`config.mk`:
```
export PLATFORM = sky130hd
export DESIGN_NAME = team_06_disp_update_sched
export DESIGN_NICKNAME = d
export VERILOG_FILES = /design/src/rtl/team_06_disp_sched_pkg.sv /design/src/rtl/team_06_sched_timer.sv /design/src/rtl/team_06_disp_update_sched.sv
export SDC_FILE = /design/constraint.sdc
export NUM_CORES = 1
export LEC_CHECK = 0
export CAP_MARGIN = 40
export CORE_MARGIN = 2
export CORE_UTILIZATION = 45
export CTS_CLUSTER_DIAMETER = 200
export DETAILED_ROUTE_END_ITERATION = 6
export PLACE_DENSITY = 0.7
export SYNTH_ARGS = -nofsm -noshare
export SYNTH_HDL_FRONTEND = slang
export SYNTH_SLANG_ARGS = --single-unit
```
`constraint.sdc`:
```
create_clock -name clk -period 5 [get_ports clk]
set_clock_uncertainty 0.05 [all_clocks]
set_input_delay 1.5 -clock clk [delete_from_list [all_inputs] [get_ports clk]]
set_output_delay 1.5 -clock clk [all_outputs]
set_load 0.02 [all_outputs]
```
`src/rtl/team_06_disp_sched_pkg.sv`:
```
// team_06_disp_sched_pkg: shared state encoding and widths for the display update scheduler
package team_06_disp_sched_pkg;
    localparam int CNT_W    = 16;
    localparam int EFFECT_W = 3;
    typedef enum logic [2:0] {IDLE, SETTLE, ISSUE, WAIT, BACKOFF, GAP} state_t;
endpackage

```
`src/rtl/team_06_sched_timer.sv`:
```
// team_06_sched_timer: loadable down-counter that holds at zero and flags it
// Ports: clk, nrst (async active-low); load/load_val reload the count; en decrements; zero is high at count 0
module team_06_sched_timer
    import team_06_disp_sched_pkg::*;
(
    input  logic             clk,
    input  logic             nrst,
    input  logic             load,
    input  logic [CNT_W-1:0] load_val,
    input  logic             en,
    output logic             zero
);
    logic [CNT_W-1:0] cnt;
    always_ff @(posedge clk or negedge nrst)
        if (!nrst) cnt <= '0;
        else       cnt <= load ? load_val : (en && cnt != '0) ? cnt - 1'b1 : cnt;
    assign zero = cnt == '0;
endmodule

```
`src/rtl/team_06_disp_update_sched.sv`:
```
// team_06_disp_update_sched: coalesces talkie/effect changes into rate-limited, retried display update transactions
// Ports: clk, nrst (async active-low); talkieState/current_effect are the values to mirror;
//        upd_req/upd_talkie/upd_effect with upd_ack/upd_done/upd_nack form the engine handshake;
//        busy is high outside IDLE, err is sticky retry exhaustion, retry_cnt counts reissues of the current update
module team_06_disp_update_sched
    import team_06_disp_sched_pkg::*;
#(
    parameter int SETTLE_CYC  = 1000,
    parameter int GAP_CYC     = 500,
    parameter int RETRY_CYC   = 2000,
    parameter int MAX_RETRY   = 3,
    parameter int REFRESH_CYC = 0
) (
    input  logic                clk,
    input  logic                nrst,
    input  logic                talkieState,
    input  logic [EFFECT_W-1:0] current_effect,
    output logic                upd_req,
    output logic                upd_talkie,
    output logic [EFFECT_W-1:0] upd_effect,
    input  logic                upd_ack,
    input  logic                upd_done,
    input  logic                upd_nack,
    output logic                busy,
    output logic                err,
    output logic [3:0]          retry_cnt
);
    localparam logic [CNT_W-1:0] SETTLE_LD = CNT_W'(SETTLE_CYC - 1);
    localparam logic [CNT_W-1:0] RETRY_LD  = CNT_W'(RETRY_CYC - 1);
    localparam logic [CNT_W-1:0] GAP_LD    = CNT_W'(GAP_CYC == 0 ? 0 : GAP_CYC - 1);
    localparam logic [CNT_W-1:0] REF_LD    = CNT_W'(REFRESH_CYC == 0 ? 0 : REFRESH_CYC - 1);
    localparam logic [3:0]       MAX_R     = 4'(MAX_RETRY);
    localparam logic             REF_EN    = REFRESH_CYC != 0;

    state_t            state, state_nx;
    logic [EFFECT_W:0] snap, prev_snap, sent_snap;
    logic              init_pend, refresh_pend, pending;
    logic              tmr_load, tmr_zero, latch, done_ok, err_nx;
    logic [CNT_W-1:0]  tmr_val;
    logic [3:0]        retry_nx;
    logic              ref_zero, ref_wrap, ref_load;

    assign snap     = {talkieState, current_effect};
    assign pending  = (snap != sent_snap) | init_pend | refresh_pend;
    assign upd_req  = state == ISSUE;
    assign busy     = state != IDLE;
    // a done always restarts the refresh period, so a wrap in that same cycle is dropped
    assign ref_wrap = REF_EN & ref_zero & ~upd_done;
    assign ref_load = upd_done | ref_wrap;

    team_06_sched_timer u_tmr (
        .clk(clk), .nrst(nrst), .load(tmr_load), .load_val(tmr_val), .en(1'b1), .zero(tmr_zero)
    );

    team_06_sched_timer u_ref (
        .clk(clk), .nrst(nrst), .load(ref_load), .load_val(REF_LD), .en(REF_EN), .zero(ref_zero)
    );

    always_comb begin
        state_nx = state;
        tmr_load = 1'b0;
        tmr_val  = '0;
        latch    = 1'b0;
        done_ok  = 1'b0;
        err_nx   = err;
        retry_nx = retry_cnt;
        case (state)
            IDLE: if (pending) begin
                state_nx = SETTLE;
                tmr_load = 1'b1;
                tmr_val  = SETTLE_LD;
            end
            SETTLE: if (snap != prev_snap) begin
                tmr_load = 1'b1;
                tmr_val  = SETTLE_LD;
            end else if (tmr_zero) begin
                latch    = 1'b1;
                state_nx = ISSUE;
            end
            ISSUE: if (upd_ack) state_nx = WAIT;
            // nack takes priority over a coincident done
            WAIT: if (upd_nack) begin
                tmr_load = 1'b1;
                if (retry_cnt < MAX_R) begin
                    retry_nx = retry_cnt + 4'd1;
                    state_nx = BACKOFF;
                    tmr_val  = RETRY_LD;
                end else begin
                    err_nx   = 1'b1;
                    retry_nx = '0;
                    state_nx = GAP;
                    tmr_val  = GAP_LD;
                end
            end else if (upd_done) begin
                done_ok  = 1'b1;
                err_nx   = 1'b0;
                retry_nx = '0;
                state_nx = GAP;
                tmr_load = 1'b1;
                tmr_val  = GAP_LD;
            end
            BACKOFF: if (tmr_zero) state_nx = ISSUE;
            GAP:     if (tmr_zero) state_nx = IDLE;
            default: state_nx = IDLE;
        endcase
    end

    always_ff @(posedge clk or negedge nrst)
        if (!nrst) begin
            state        <= IDLE;
            prev_snap    <= '0;
            sent_snap    <= '0;
            init_pend    <= 1'b1;
            refresh_pend <= 1'b0;
            upd_talkie   <= 1'b0;
            upd_effect   <= '0;
            err          <= 1'b0;
            retry_cnt    <= '0;
        end else begin
            state        <= state_nx;
            prev_snap    <= snap;
            err          <= err_nx;
            retry_cnt    <= retry_nx;
            refresh_pend <= done_ok ? 1'b0 : ref_wrap ? 1'b1 : refresh_pend;
            if (latch) {upd_talkie, upd_effect} <= snap;
            if (done_ok) begin
                sent_snap <= {upd_talkie, upd_effect};
                init_pend <= 1'b0;
            end
        end
endmodule

```
== Yosys cells after proc, flatten, opt, wreduce, memory -nomap -nowiden ==
Cells that the tools add are included.
W data, S select, Z words.
Word-level totals
  register bits: 38
  bits of input ports: 9
Cells by class
  add/subtract/negate cells: 2
  magnitude comparators: 1
  equal/unequal tests: 13
  mux-type cells: 34
  bitwise logic cells: 2
  reduce and logical (&&, ||, !) cells: 9
Operator list (number)
  $mux W16: 3
  $pmux W16 S3: 1
  $mux W3: 7
  $mux W10: 2
  $pmux W3 S6: 1
  $logic_not A16 Y1: 1
  $reduce_bool A16 Y1: 1
  $sub A16 B1 Y16 const B: 1
  $mux W1: 14
  $mux W4: 3
  $mux W11: 1
  $mux W9: 1
  $ne A2 B2 Y1 const B: 4
  $ne A4 B4 Y1: 2
  $eq A3 B2 Y1 const B: 2
  $eq A3 B3 Y1 const B: 2
  $reduce_and A5 Y1: 1
  $add A4 B1 Y4 const B: 1
  $lt A4 B2 Y1 const B: 1
  $reduce_bool A2 Y1: 2
  $eq A3 B1 Y1 const B: 1
  $logic_not A3 Y1: 1
  $ne A3 B3 Y1 const B: 1
  $pmux W1 S3: 1
  5 further kinds: 6

== Logic depth before layout (Yosys ltp) ==
  word-level depth: 6
  mapped depth: 7
  gate-level depth less buffers: 7

== Modules after synthesis ==
Synthesis repeated with hierarchy kept, for this count alone.
Unflattened totals
  cells, all modules: 199
  area, all modules: 2015.7 um2
By module, submodules not included
  team_06_disp_update_sched: instances 1, cells each 87, area each 1019.7 um2
  team_06_sched_timer: instances 1, cells each 112, area each 996.0 um2

== Worst setup path before layout ==
Ideal clock, no wire load.
  path kind: input-to-reg
  start point: input port current_effect[1]
  end point: register u_tmr.cnt[6]
  setup time: 0.136 ns
  arrival time: 2.515 ns
  required time: 4.814 ns
  slack: 2.299 ns
  cell stages on the path: 6
  path through: xnor2_1 nand3_1 o31ai_1 and2_1 clkbuf_1 nand3_1
On the way
  word-level cells in the longest chain between the ends: 6
  elaborated cells between the ends (all ways): 12
Ends and longest elaborated chain
  start: declaration: line team_06_disp_update_sched.sv:17  | input logic [EFFECT_W-1:0] current_effect,
  $ne A4 B4 Y1: line team_06_disp_update_sched.sv:44  | assign pending = (snap != sent_snap) | init_pend | refresh_pend;
  $or A1 B1 Y1 (2 in a row): line team_06_disp_update_sched.sv:44
  $mux W10 / $mux W1 (equally long branches): line team_06_disp_update_sched.sv:68  | IDLE: if (pending) begin
  $pmux W16 S3 / $pmux W1 S3 (equally long branches): line team_06_disp_update_sched.sv:67  | case (state)
  $mux W16 / $reduce_bool A2 Y1 (equally long branches)
  end signal: assignment: line team_06_sched_timer.sv:16  | else cnt <= load ? load_val : (en && cnt != '0) ? cnt - 1'b1 : cnt;
  end: declaration: line team_06_sched_timer.sv:13  | logic [CNT_W-1:0] cnt;
Several ways; a longest one is shown, not always the timed one.
A chain may end at the register's enable or synchronous reset.

== Worst setup path after layout ==
  start point: register state[1]
  end point: output port upd_req
On the way
  word-level cells in the longest chain between the ends: 1
Ends and longest elaborated chain
  start: declaration: line team_06_disp_update_sched.sv:35  | state_t state, state_nx;
  start signal: assignment: line team_06_disp_update_sched.sv:120  | state <= state_nx;
  $eq A3 B2 Y1: line team_06_disp_update_sched.sv:45  | assign upd_req = state == ISSUE;
  end: declaration: line team_06_disp_update_sched.sv:18  | output logic upd_req,
No other way between the ends.

==> impl_summary.txt <==
----------------------------------------------------
[Run status]
  Outcome ... finished clean

[Pwr]
  Switching Share ... 23.1%
  Portion of total power attributed to sequential cells ... 48.9%
  Leak pwr ... 0.932 nW
  Switching power summed over all nets ... 0.000150 W
  Internal power component ... 0.000500 W
  Pwr/cell area ... 295 nW/um2
  Share of total power in the clock network ... 40.9%
  Part of the total power dissipated in combinational logic ... 10.2%
  Worst supply voltage drop on vdd ... 206 uV

[Detailed routing]
  Vias after detailed routing ... 1355
  DRC viols ... 0
  Wire length reported by the detailed router ... 3.90 mm
  DRT antenna net count ... 0
  Number of violations reported at the end of detailed-routing iteration 0 ... 60
  Wire length per cell after detailed routing ... 15.5 um
  Via count normalized by instance count ... 5.40
  DR pass1 iterations ... 4

[Synthesis]
  Mux contribution to synthesized area ... 5.43%
  Mean cell area of the mapped netlist ... 10.5 um2
  Most area-hungry cell type in the Yosys netlist ... dfrtp_1
  Fraction of registers with async set or reset after synthesis ... 100%
  Register bit count reported by yosys ... 37
  Sequential area share after synthesis ... 50.3%
  Adder-cell share of the synthesized area ... 1.36%
  Gate Count Post-Synth ... 176
  Synthesized netlist net count ... 187
  Synthesized-area fraction occupied by ao, oa, aoi and oai cells ... 10.4%
  Unique cell type count in the Yosys netlist ... 42
  Area of the mapped netlist ... 1840 um2
  Area share of the leading cell type in the synthesized netlist ... 48.8%
  Simple-Gate Fraction of Synth Area ... 22.3%
  Total number of yosys warnings ... 0
  Xor-xnor portion of the synthesized cell area ... 8.55%
  Leading post-synthesis cells by cell area ... dfrtp_1, xnor2_1, mux2_2
  Count of flip-flops with a built-in enable after synthesis ... 0
  Most common flop cell mapped by yosys ... dfrtp_1
  Largest family of logic cells by synthesized area ... simple AND/OR/NAND/NOR gates

[Clock network]
  CTS Hold Buffers Added ... 0
  TritonCTS clock tree ... done
  Post-CTS setup buffers ... 0
  Maximum number of buffers from clock root to sink ... 2
  TritonCTS Sinks ... 37
  TritonCTS Buffers ... 5
  Later-pin clock latency in the skew report ... 0.29 ns
  H-Tree Depth ... 2
  Clock root buffer ... clkbuf_8
  Clock-pin slew on the worst setup and hold paths ... 0.07 ns
  Number of cells upsized or downsized after cts ... 0

[Worst setup path]
  WS Path Type ... reg -> out
  Worst Path Max Fanout ... 8
  Data arrival time of the worst path ... 1.73 ns
  Critical path startpoint category ... register
  Number of cells on the worst reg-to-reg path ... 7
  Endpoint class of the critical path ... output pin
  Required arrival time at the worst endpoint ... 3.45 ns

[Timing]
  Final WS setup ... 1.72 ns
  Setup repair after global routing missed its margin ... false
  Number of failing setup endpoints in the final timing report ... 0
  Max-slew headroom ... 42.8%
  Final Hold Viols ... 0
  Fmax ... 0.305 GHz
  Fin Setup TNS ... 0 ns
  Slew at the pin with the worst max-slew slack ... 0.856 ns
  Number of slew-limit violations in the final report ... 0
  Fin crit share ... 65.6%
  Post-layout min period ... 3.28 ns

[Final layout]
  Share of cells above drive strength 1 ... 11.4%
  Post-layout nets ... 211
  Synthesis-to-finish area growth ... 19.7%
  Highest-count cells in the layout ignoring fill and taps ... dfrtp_1, clkdlybuf4s50_1, nand2_1, a21oi_1
  Number of diodes added for antenna fixing ... 0
  Most common cell after layout, fill and taps aside ... dfrtp_1

[Floorplan]
  I/O pin total ... 20
  Initial Utilization ... 46.4%
  Die footprint ... 4630 um2
  Area inside the core boundary ... 3970 um2
  Die Ht ... 68.0 um
  Die extent in x ... 68.0 um
  FP Rows ... 23

[GRT]
  Maximum number of pins on one net before global-route repair ... 38
  Global-route usage over all layers ... 19.5%
  Number of antenna violations at the first check in global routing ... 0
  First-pass GRT wire length ... 6.49 mm
  Vias in the first global route ... 1430
  Grt total ovfl ... 0

[Placement]
  RD Place Congestion ... 0.801
  HPWL reported at the end of detailed placement ... 2.84 mm
  Placement-stage worst setup slack ... 1.59 ns
  Number of buffers added on ports ... 19

[Worst hold path]
  Worst min-delay path category ... reg -> reg
  Worst hold path stage count ... 1

[Run]
  Max cap viols ... 0

----------------------------------------------------
==> registers in the layout (all words and copies together) (netlist names) <==
| name | cells |
|---|---|
| prev_snap | 4 |
| upd_talkie | 1 |
| retry_cnt | 4 |
| err | 1 |
| state | 3 |
| upd_effect | 3 |
| init_pend | 1 |
| u_tmr.cnt | 16 |
| sent_snap | 4 |
==> worst max-delay path, cell delays in order (launching register included) <==
cell and delay, ns:
dfrtp_1 0.47, inv_1 0.12, nor3_1 0.21, clkdlybuf4s50_1 0.64
==> cell usage after synthesis (all sizes together), types with 2 or more instances <==
library cell / count
xor2: 7
nand3: 7
nor3b: 2
mux2: 8
nor4: 2
o21ai: 8
nand3b: 2
and2: 4
nand2: 13
xnor2: 11
clkbuf: 2
inv: 5
dfrtp: 36
a31oi: 2
nand4: 3
nand2b: 2
o31ai: 2
nor2: 12
and3: 2
nor3: 10
a21oi: 12
ha: 2
nor2b: 5
or3: 3
==> power groups by stage <==
| stage | combinational [W] | sequential [W] | clock (W) |
|---|---|---|---|
| global placement | 0.0000642 | 0.000324 | 0 |
| finish | 0.0000663 | 0.000318 | 0.000266 |
| CTS | 0.0000673 | 0.000318 | 0.000270 |
| floorplan | 0.0000356 | 0.000325 | 0 |
| global route | 0.0000745 | 0.000319 | 0.000282 |
| detailed placement | 0.0000663 | 0.000324 | 0 |
==> per-stage QoR <==
step	instances	instance area [um2]	total power [W]	hold slack (ns)	util [%]
6_report	251	2210	0.000651	0.446	55.6
5_1_grt	251	2210	0.000675	0.455	55.6
4_1_cts	251	2210	0.000655	0.447	55.6
3_5_place_dp	243	2090	0.000390	0.433	52.7
3_3_place_gp	243	2090	0.000388	0.430	52.7
2_1_floorplan	176	1840	0.000361	0.423	-
==> kinds of logic after synthesis <==
kind of cell	count (synthesis)
adder cells (fa/ha/maj)	2
buffers and inverters	8
AND/OR/NAND/NOR	70
flip-flops	37
AO/OA/AOI/OAI	32
multiplexers	9
XOR/XNOR	18
==> final cells by class <==
class,instances,area (um2)
fill,353,1760
sequential,37,927
multi-input combinational,131,886
timing repair buffer,20,198
clock buffer,7,86.3
tap,50,62.6
clock inverter,1,30.0
inverter,5,18.8
==> routing by layer <==
metal / track usage [%] / vias to the layer above / part of all wire, %
met5: 0 / - / 0
met4: 8.25 / 0 / 2.1
met3: 6.25 / 8 / 4.0
met2: 33.0 / 23 / 50
met1: 22.6 / 660 / 43
li1: - / 664 / -
==> final timing paths <==
check                        startpoint       endpoint  slack (ns)
setup / recovery               state[1]        upd_req        1.72
hold / removal                init_pend      init_pend        0.45
setup reg to reg           u_tmr.cnt[0]     upd_talkie        2.65
hold reg to reg               init_pend      init_pend        0.45
max in group asynchronous          nrst      init_pend        2.96
min in group asynchronous          nrst  u_tmr.cnt[13]        1.57
No activity file was read; power rests on OpenSTA's default activity.
